File: src/rtl/avalon_console_agent.sv
`default_nettype none
// ============================================================================
// Module      : avalon_console_agent
// Description : Avalon-MM console agent. CPU stores bytes into a TX FIFO and
//               the block serialises them as 8N1 frames on txd, LSB first.
// Revision    : 1.0 - initial release
// ============================================================================
module avalon_console_agent #(
    parameter int FIFO_DEPTH      = 16,
    parameter int DEFAULT_DIVISOR = 16
) (
    input  logic        clk,
    input  logic        rst,
    input  logic [3:0]  address,
    input  logic        read,
    input  logic        write,
    input  logic [31:0] writedata,
    input  logic [3:0]  byteenable,
    output logic [31:0] readdata,
    output logic        waitrequest,
    output logic        txd
);

    localparam int              c_AW      = $clog2(FIFO_DEPTH);
    localparam logic [c_AW:0]   c_FULL    = FIFO_DEPTH[c_AW:0];
    localparam logic [c_AW:0]   c_CNT_ONE = {{c_AW{1'b0}}, 1'b1};
    localparam logic [c_AW-1:0] c_PTR_ONE = {{(c_AW-1){1'b0}}, 1'b1};
    localparam logic [15:0]     c_DEF_DIV = DEFAULT_DIVISOR[15:0];

    localparam logic [1:0] c_ST_IDLE  = 2'd0;
    localparam logic [1:0] c_ST_START = 2'd1;
    localparam logic [1:0] c_ST_DATA  = 2'd2;
    localparam logic [1:0] c_ST_STOP  = 2'd3;

    localparam logic [1:0] c_REG_DATA   = 2'd0;
    localparam logic [1:0] c_REG_STATUS = 2'd1;
    localparam logic [1:0] c_REG_DIV    = 2'd2;

    logic [7:0]      r_mem [FIFO_DEPTH];
    logic [c_AW-1:0] r_wr_ptr, r_rd_ptr;
    logic [c_AW:0]   r_count;
    logic [15:0]     r_divisor, r_bit_div, r_baud;
    logic [7:0]      r_shift;
    logic [2:0]      r_bit_cnt;
    logic [1:0]      r_state;
    logic            r_txd, r_rd_phase;
    logic [31:0]     r_readdata;

    logic [1:0]  w_sel;
    logic        w_full, w_empty, w_busy;
    logic        w_rd_first, w_data_wr, w_push, w_pop, w_frame_end, w_div_wr;
    logic [15:0] w_div_merged, w_div_next;
    logic [7:0]  w_count8;
    logic [31:0] w_reg_val;
    logic        w_unused;

    assign w_sel       = address[3:2];
    assign w_full      = (r_count == c_FULL);
    assign w_empty     = (r_count == '0);
    assign w_busy      = (r_state != c_ST_IDLE);
    assign w_rd_first  = read && !write && !r_rd_phase;
    assign w_data_wr   = write && (w_sel == c_REG_DATA) && byteenable[0];
    assign w_push      = w_data_wr && !w_full;
    assign w_frame_end = (r_state == c_ST_STOP) && (r_baud == 16'd0);
    assign w_pop       = ((r_state == c_ST_IDLE) || w_frame_end) && !w_empty;
    assign w_div_wr    = write && (w_sel == c_REG_DIV);
    assign w_count8    = 8'(r_count);
    assign w_unused    = ^{writedata[31:16], address[1:0], byteenable[3:2]};

    assign w_div_merged = {byteenable[1] ? writedata[15:8] : r_divisor[15:8],
                           byteenable[0] ? writedata[7:0]  : r_divisor[7:0]};
    assign w_div_next   = (w_div_merged == 16'd0) ? 16'd1 : w_div_merged;

    // Stall decision uses the registered full flag, so a same-cycle pop
    // only releases a blocked push on the following cycle.
    assign waitrequest = w_rd_first || (w_data_wr && w_full);
    assign readdata    = r_readdata;
    assign txd         = r_txd;

    always_comb begin
        w_reg_val = 32'd0;
        case (w_sel)
            c_REG_STATUS: w_reg_val = {16'd0, w_count8, 5'd0, w_busy, w_empty, w_full};
            c_REG_DIV:    w_reg_val = {16'd0, r_divisor};
            default:      w_reg_val = 32'd0;
        endcase
    end

    always_ff @(posedge clk) begin
        if (w_push) begin
            r_mem[r_wr_ptr] <= writedata[7:0];
        end
    end

    always_ff @(posedge clk or negedge rst) begin
        if (!rst) begin
            r_wr_ptr <= '0;
            r_rd_ptr <= '0;
            r_count  <= '0;
        end else begin
            if (w_push) r_wr_ptr <= r_wr_ptr + c_PTR_ONE;
            if (w_pop)  r_rd_ptr <= r_rd_ptr + c_PTR_ONE;
            if (w_push && !w_pop)      r_count <= r_count + c_CNT_ONE;
            else if (w_pop && !w_push) r_count <= r_count - c_CNT_ONE;
        end
    end

    always_ff @(posedge clk or negedge rst) begin
        if (!rst) begin
            r_divisor  <= c_DEF_DIV;
            r_readdata <= 32'd0;
            r_rd_phase <= 1'b0;
        end else begin
            if (w_div_wr) r_divisor <= w_div_next;
            if (w_rd_first) r_readdata <= w_reg_val;
            r_rd_phase <= w_rd_first;
        end
    end

    always_ff @(posedge clk or negedge rst) begin
        if (!rst) begin
            r_state   <= c_ST_IDLE;
            r_txd     <= 1'b1;
            r_shift   <= 8'd0;
            r_bit_cnt <= 3'd0;
            r_bit_div <= c_DEF_DIV;
            r_baud    <= 16'd0;
        end else begin
            case (r_state)
                c_ST_IDLE: begin
                    r_txd <= 1'b1;
                    if (w_pop) begin
                        r_shift   <= r_mem[r_rd_ptr];
                        r_bit_div <= r_divisor;
                        r_baud    <= r_divisor - 16'd1;
                        r_state   <= c_ST_START;
                        r_txd     <= 1'b0;
                    end
                end
                c_ST_START: begin
                    if (r_baud == 16'd0) begin
                        r_baud    <= r_bit_div - 16'd1;
                        r_bit_cnt <= 3'd0;
                        r_txd     <= r_shift[0];
                        r_state   <= c_ST_DATA;
                    end else begin
                        r_baud <= r_baud - 16'd1;
                    end
                end
                c_ST_DATA: begin
                    if (r_baud == 16'd0) begin
                        r_baud <= r_bit_div - 16'd1;
                        if (r_bit_cnt == 3'd7) begin
                            r_txd   <= 1'b1;
                            r_state <= c_ST_STOP;
                        end else begin
                            r_shift   <= r_shift >> 1;
                            r_txd     <= r_shift[1];
                            r_bit_cnt <= r_bit_cnt + 3'd1;
                        end
                    end else begin
                        r_baud <= r_baud - 16'd1;
                    end
                end
                c_ST_STOP: begin
                    if (r_baud != 16'd0) begin
                        r_baud <= r_baud - 16'd1;
                    end else if (w_pop) begin
                        // Back-to-back frame: no idle bit between stop and start
                        r_shift   <= r_mem[r_rd_ptr];
                        r_bit_div <= r_divisor;
                        r_baud    <= r_divisor - 16'd1;
                        r_state   <= c_ST_START;
                        r_txd     <= 1'b0;
                    end else begin
                        r_state <= c_ST_IDLE;
                        r_txd   <= 1'b1;
                    end
                end
                default: begin
                    r_state <= c_ST_IDLE;
                    r_txd   <= 1'b1;
                end
            endcase
        end
    end

endmodule
`default_nettype wire

File: config.mk
export PLATFORM = sky130hd
export DESIGN_NAME = avalon_console_agent
export DESIGN_NICKNAME = d
export VERILOG_FILES = /design/src/rtl/avalon_console_agent.sv
export SDC_FILE = /design/constraint.sdc
export NUM_CORES = 1
export LEC_CHECK = 0
export BUFFER_PORTS_ARGS = -buffer_cell sky130_fd_sc_hd__buf_2
export CAP_MARGIN = 30
export CORE_AREA = 2 2 159 161
export CTS_CLUSTER_DIAMETER = 50
export DETAILED_ROUTE_END_ITERATION = 7
export DIE_AREA = 0 0 161 163
export HOLD_SLACK_MARGIN = 0.12
export SYNTH_ARGS = -nofsm -noshare
export SYNTH_HDL_FRONTEND = slang
export SYNTH_SLANG_ARGS = --single-unit
File: constraint.sdc
create_clock -name clk -period 3.3 [get_ports clk]
set_input_delay 0.33 -clock clk [delete_from_list [all_inputs] [get_ports clk]]
set_output_delay 0.33 -clock clk [all_outputs]
set_load 0.01 [all_outputs]
==> results of run 1 <==
==> logic make-up after synthesis <==
| group | synth area share, % |
|---|---|
| fa+ha+maj | 2.95 |
| other cells | 0.0359 |
| compound gates | 8.07 |
| flops | 58.9 |
| mux | 10.7 |
| xor+xnor | 4.11 |
| simple gates | 11.7 |
| buf+inv | 3.52 |
==> where the power goes <==
part	switching, W	internal, W	leakage, nW
Combinational	0.00183	0.00158	1.81
Clock	0.00120	0.00163	0.426
Sequential	0.000598	0.00335	2.30
==> worst max-delay path by stage <==
stage                              from                     end  slack [ns]  depth (start not counted)
finish              r_baud[0]$_DFF_PN0_  r_count[4]$_DFFE_PN0P_        0.31                         15
global route        r_baud[0]$_DFF_PN0_  r_count[4]$_DFFE_PN0P_        0.03                         15
CTS                 r_baud[0]$_DFF_PN0_  r_count[4]$_DFFE_PN0P_        0.18                         15
detailed placement  r_baud[0]$_DFF_PN0_  r_count[4]$_DFFE_PN0P_        0.19                         15
global placement    r_baud[0]$_DFF_PN0_  r_count[4]$_DFFE_PN0P_        0.20                         15
floorplan           r_baud[0]$_DFF_PN0_  r_count[4]$_DFFE_PN0P_        0.29                         16
==> synth_stat cells, types with 6 or more instances <==
| master | n |
|---|---|
| edfxtp_1 | 128 |
| dfrtp_1 | 89 |
| nor2_1 | 57 |
| nand2_1 | 56 |
| mux4_2 | 33 |
| a21oi_1 | 29 |
| mux2_2 | 27 |
| xor2_1 | 27 |
| clkbuf_1 | 26 |
| nor3_1 | 25 |
| and2_1 | 23 |
| ha_1 | 23 |
| xnor2_1 | 22 |
| o21ai_0 | 20 |
| nand3_1 | 18 |
| inv_1 | 17 |
| o22ai_1 | 17 |
| buf_4 | 16 |
| nor4_1 | 14 |
| a221o_1 | 10 |
| buf_2 | 9 |
| a211oi_1 | 8 |
| a22o_1 | 8 |
| nand4_1 | 7 |
| a22oi_1 | 6 |
| nand2b_1 | 6 |
| o32ai_1 | 6 |
==> state kept, by name, summed over array words and instances (netlist names) <==
register,count
r_mem,128
r_baud,16
r_bit_div,16
r_divisor,16
readdata,16
r_shift,8
r_count,5
r_rd_ptr,4
r_wr_ptr,4
r_bit_cnt,3
r_state,2
r_rd_phase,1
txd,1
==> layer usage <==
layer / share of wire [%] / routed length, um / global-route usage (%)
met4: 2.3 / 541 / 5.11
met5: 0 / 0 / 0
met2: 48 / 11600 / 30.7
met3: 3.9 / 944 / 2.67
met1: 45 / 10900 / 25.7
==> cell usage in the layout (no fill, tap or decap), types with 7 or more instances in the layout <==
cell type	Yosys	layout
a211oi_1	8	8
a21oi_1	29	28
a221o_1	10	10
a22o_1	8	8
and2_1	23	23
buf_2	9	40
buf_4	16	20
clkbuf_16	0	27
conb_1	1	16
dfrtp_1	89	88
dlygate4sd3_1	0	9
edfxtp_1	128	128
ha_1	23	23
inv_1	17	17
mux2_2	27	27
mux4_2	33	33
nand2_1	56	56
nand3_1	18	18
nand4_1	7	7
nor2_1	57	57
nor3_1	25	25
nor4_1	14	14
o21ai_0	20	20
o22ai_1	17	17
xnor2_1	22	22
xor2_1	27	27
==> worst register-to-register path, stage by stage, from the launching register on <==
cell	delay [ns]
dfrtp_1	0.43
inv_1	0.10
ha_1	0.15
nor4b_4	0.27
and4_1	0.32
a21oi_2	0.12
nor2_2	0.13
inv_2	0.06
ha_1	0.20
inv_1	0.14
ha_1	0.29
a21o_1	0.20
a21oi_1	0.17
xnor2_1	0.13
nor2_1	0.06
xor2_1	0.14
==> layout make-up <==
cell class              count  area (um2)  area share [%]
clock inverters            19         164            1.37
flip-flops and latches    220        6150            51.6
multi-input cells         515        3980            33.4
repair buffers             69         440            3.69
clock buffers              31         701            5.88
well taps                 330         413            3.46
inverters                  19        71.3           0.598
==> what timing repair did <==
action,CTS,global route
gates resized for setup,0,1
hold buffers,9,0
endpoints found under the hold margin,51,0
endpoints found under the setup margin,0,1
==> through the flow <==
stage,total power (W),cells
global route,0.0108,1203
finish,0.0102,1203
floorplan,0.00640,810
detailed placement,0.00742,1144
global placement,0.00736,1144
CTS,0.0103,1203
==> results.cfg, run 1 <==
[drt]
via_count = 6566
drc = 0
drt_pass1_iterations = 5
avgRoutedWirePerCell_um = 20.0
ant_nets = 0
finalWirelength_um = 24000
via_per_inst = 5.46
drtIter0Drc = 541

[timing]
slew_violations = 0
hold_viol = 0
finalClockSkew_ns = 0.0252
worst_slew_pin_slew_ns = 0.718
holdWs_ns = 0.159
finalCritPeriodShare_pct = 90.7
tns_ns = 0
max_freq_mhz = 334
relSlewSlack_pct = 52.0
rsz0062_at_grt = no
setup_ws_ns = 0.306
fin_crit_ns = 2.99
setup_viol = 0

[floorplanning]
die_h_um = 163
start_util_pct = 42.3
ios = 78
core_area_um2 = 24700
std_cell_rows = 58
fp.dieW_um = 161
die-area_um2 = 26200

[synthesis]
syn_area_um2 = 10400
synth_top_area_share_pct = 36.8
seq_area_frac_synth_pct = 58.9
synth_cells = 795
synth.largest_area_cell = edfxtp_1
async_flop_share_pct = 41.8
synth_edf_count = 128
synth_seq_cells = 220
avgSynthCellArea_um2 = 13.1
synth_cell_types = 64
synth_area_leaders = edfxtp_1 (37%), dfrtp_1 (21%), mux4_2 (7.1%)
yosysWarnings = 0
synth-main-ff-cell = edfxtp_1

[outcome]
status = complete, no violations

[worst_setup_path]
end_kind = flop
cp.arrival_ns = 3.43
cp_slowest_cell = dfrtp_1
cp_common_cell = ha_1
reg2reg_to = r_count[4]$_DFFE_PN0P_
cp_max_fo = 6
crit-reg2reg-launch = r_baud[0]$_DFF_PN0_
rr_worst_depth = 15
cp.required_ns = 3.73
start_kind = flop
reg2reg_slack_ns = 0.31
critPathMaxStageDelay_ns = 0.43
path_class = flop to flop
path_buf_inv = 3
path_cells = inv_1 > ha_1 > nor4b_4 > and4_1 > a21oi_2 > nor2_2 > inv_2 > ha_1 > inv_1 > ha_1 > a21o_1 > a21oi_1 > xnor2_1 > nor2_1 > xor2_1
crit_family = simple AND/OR/NAND/NOR gates

[power_and_ir_drop]
ir_drop_mv = 0.647
powerDensity_nw_per_um2 = 854
p_leak_nw = 4.54

[worst_hold_path]
holdPathStages = 3
min_to = r_divisor[0]$_DFFE_PN0P_
hp-class = input port to flop
hp-start = write

[global_routing]
grt_max_degree = 48
gr-total-overflow = 0
grt_pass1_wl_um = 37500
antenna_found_initial = 0
grt_usage_pct = 18.5
grt_pass1_vias = 6530

[clock_network]
cts_tree = yes
cts.path.max_buffers = 3
cts_root_buffer = clkbuf_16
cts_buffers = 27
clk-insertion-delay-late_ns = 0.55
cts_htree_levels = 1
cts.sinks = 220
clkSlewWorstSetupHoldPaths_ns = 0.07
cts_setup_buffers = 0

[placement]
place.gp.congestion = 0.814
pre_cts_ws_ns = 0.189
port_buffers = 41
place_hpwl_um = 16000
placed_area_um2 = 11000

[run]
drv_cap = 0

[layout]
post-route-util_pct = 48.3
fin_area_um2 = 11900
nNetsFinal = 920
antenna_cells = 0
synthToLayoutAreaGrowth_pct = 14.2
drive_gt1_share_pct = 20.7
fill_cells = 2203
No activity file was read; power rests on OpenSTA's default activity.
==> inputs of run 2 (changes only) <==
CORE_AREA = 2 2 121 212   (was 2 2 159 161)
DIE_AREA = 0 0 123 214   (was 0 0 161 163)
==> run 2 against run 1 <==
Effect of this change:
- worst hold slack better by 0.044 ns
- fmax is 3.7% lower
- clock power is 9.2% lower
- core utilization is 0.25 points lower
- critical path depth stayed put
- non-clock buffer count is 1 higher
- first-iteration DRC count is 41% lower
- combinational power is 2% higher
- critical endpoint unchanged
- largest power group unchanged
- highest routed layer unchanged
==> results.cfg, run 2 (same netlist as run 1, synthesis figures left out) <==
[floorplanning]
ios = 78
fp.dieW_um = 123
die_h_um = 214
std_cell_rows = 76
start_util_pct = 42.5
core_area_um2 = 24500
die-area_um2 = 26300

[timing]
max_freq_mhz = 322
tns_ns = 0
finalCritPeriodShare_pct = 94.2
worst_slew_pin_slew_ns = 0.781
rsz0062_at_grt = no
holdWs_ns = 0.203
finalClockSkew_ns = 0.00984
setup_viol = 0
relSlewSlack_pct = 47.9
slew_violations = 0
hold_viol = 0
fin_crit_ns = 3.11

[worst_hold_path]
hp-class = input port to flop
hp-start = write

[placement]
port_buffers = 41
dp_cells = 1127
place_hpwl_um = 17600
place.gp.congestion = 0.845

[worst_setup_path]
cp_slowest_cell = dfrtp_1
crit_start = r_baud[0]$_DFF_PN0_
cp.arrival_ns = 3.50
path_class = flop to flop
cp.required_ns = 3.69
path_buf_inv = 3
crit_family = adder cells
end_kind = flop
path_cells = inv_1 > ha_1 > nor4b_4 > and4_1 > a21oi_1 > nor2_2 > inv_2 > ha_1 > inv_1 > fa_1 > a21o_1 > a21oi_1 > xnor2_1 > nor2_1 > xor2_1
critPathMaxStageDelay_ns = 0.43
cp_max_fo = 7
crit-reg2reg-launch = r_baud[0]$_DFF_PN0_
start_kind = flop

[global_routing]
gr-total-overflow = 0
antenna_found_initial = 0
grt.busiest_layer = met2
grt_pass1_vias = 6956
grt_max_degree = 59
grt_usage_pct = 19.4
grt_pass1_wl_um = 38800
use_met1_pct = 20.3
use_met3_pct = 2.26
use_met2_pct = 36.4

[drt]
finalWirelength_um = 24800
avgRoutedWirePerCell_um = 21.1
drc = 0
drt_pass1_iterations = 4
ant_nets = 0
via_per_inst = 5.56
via_count = 6532
drtIter0Drc = 319

[clock_network]
cts_tree = yes
cts_buffers = 23
cts_resized = 0
cts.path.max_buffers = 3
clk-insertion-delay-late_ns = 0.51
cts_htree_levels = 1
cts.sinks = 220
cts_root_buffer = clkbuf_16
clkSlewWorstSetupHoldPaths_ns = 0.06

[power_and_ir_drop]
powerDensity_nw_per_um2 = 846
ir_drop_mv = 0.402
p_leak_nw = 4.48
power_w = 0.00997

[layout]
final_common_cell = edfxtp_1
stdcell_count = 1174
nNetsFinal = 917
drive_gt1_share_pct = 19.4
post-route-util_pct = 48.1
synthToLayoutAreaGrowth_pct = 13.0
mostFrequentLayoutCells = edfxtp_1 (128), dfrtp_1 (88), nor2_1 (57)
antenna_cells = 0
largest-register = r_mem
largest_reg_flops = 128

[run]
drv_cap = 0

[outcome]
status = complete, no violations
run 2: tightest hold or removal path, cell delays in order:
cell	delay, ns
buf_2	0.15
a21oi_1	0.08
nor2_1	0.11
run 2: metal layers:
metal  wire [um]  vias up  part of all wire [%]
met5           0        -                     0
met4        1430        0                   5.8
met3         670       68                   2.7
met2       13700      121                    55
met1        8920     3294                    36
li1            -     3049                     -
run 2: through the flow:
stage / worst slack [ns] / cell area [um2]
after floorplan: 0.287 / 10500
after global placement: 0.256 / 11000
after detailed placement: 0.221 / 11000
after CTS: 0.200 / 11800
after global routing: 0.0196 / 11800
final: 0.190 / 11800
run 2: final timing paths:
kind                       slack [ns]                  endpoint  cells past startpoint
setup / recovery                 0.19    r_count[4]$_DFFE_PN0P_                     15
hold / removal                   0.20  r_divisor[0]$_DFFE_PN0P_                      3
setup reg to reg                 0.19    r_count[4]$_DFFE_PN0P_                     15
hold reg to reg                  0.46   readdata[6]$_DFFE_PN0P_                      2
max in group asynchronous        2.10           txd$_DFFE_PN1P_                      3
min in group asynchronous        0.45    r_count[2]$_DFFE_PN0P_                      2
run 2: cell type report:
type                    instances  area, um2
clock buffers                  28        594
multi-input cells             515       3980
flip-flops and latches        220       6150
repair buffers                 70        473
fillers                      2199      12700
inverters                      19       71.3
well taps                     312        390
clock inverters                10        134
run 2: timing repair:
action / 4_1_cts / 5_1_grt
setup buffers: 0 / 0
hold buffers: 9 / 0
hold endpoints to repair: 63 / 0
run 2: power breakdown:
part | leakage (nW) | internal, W | switching (W) | total (W)
Combinational | 1.83 | 0.00160 | 0.00187 | 0.00347
Clock | 0.349 | 0.00152 | 0.00105 | 0.00257
Sequential | 2.30 | 0.00335 | 0.000589 | 0.00393
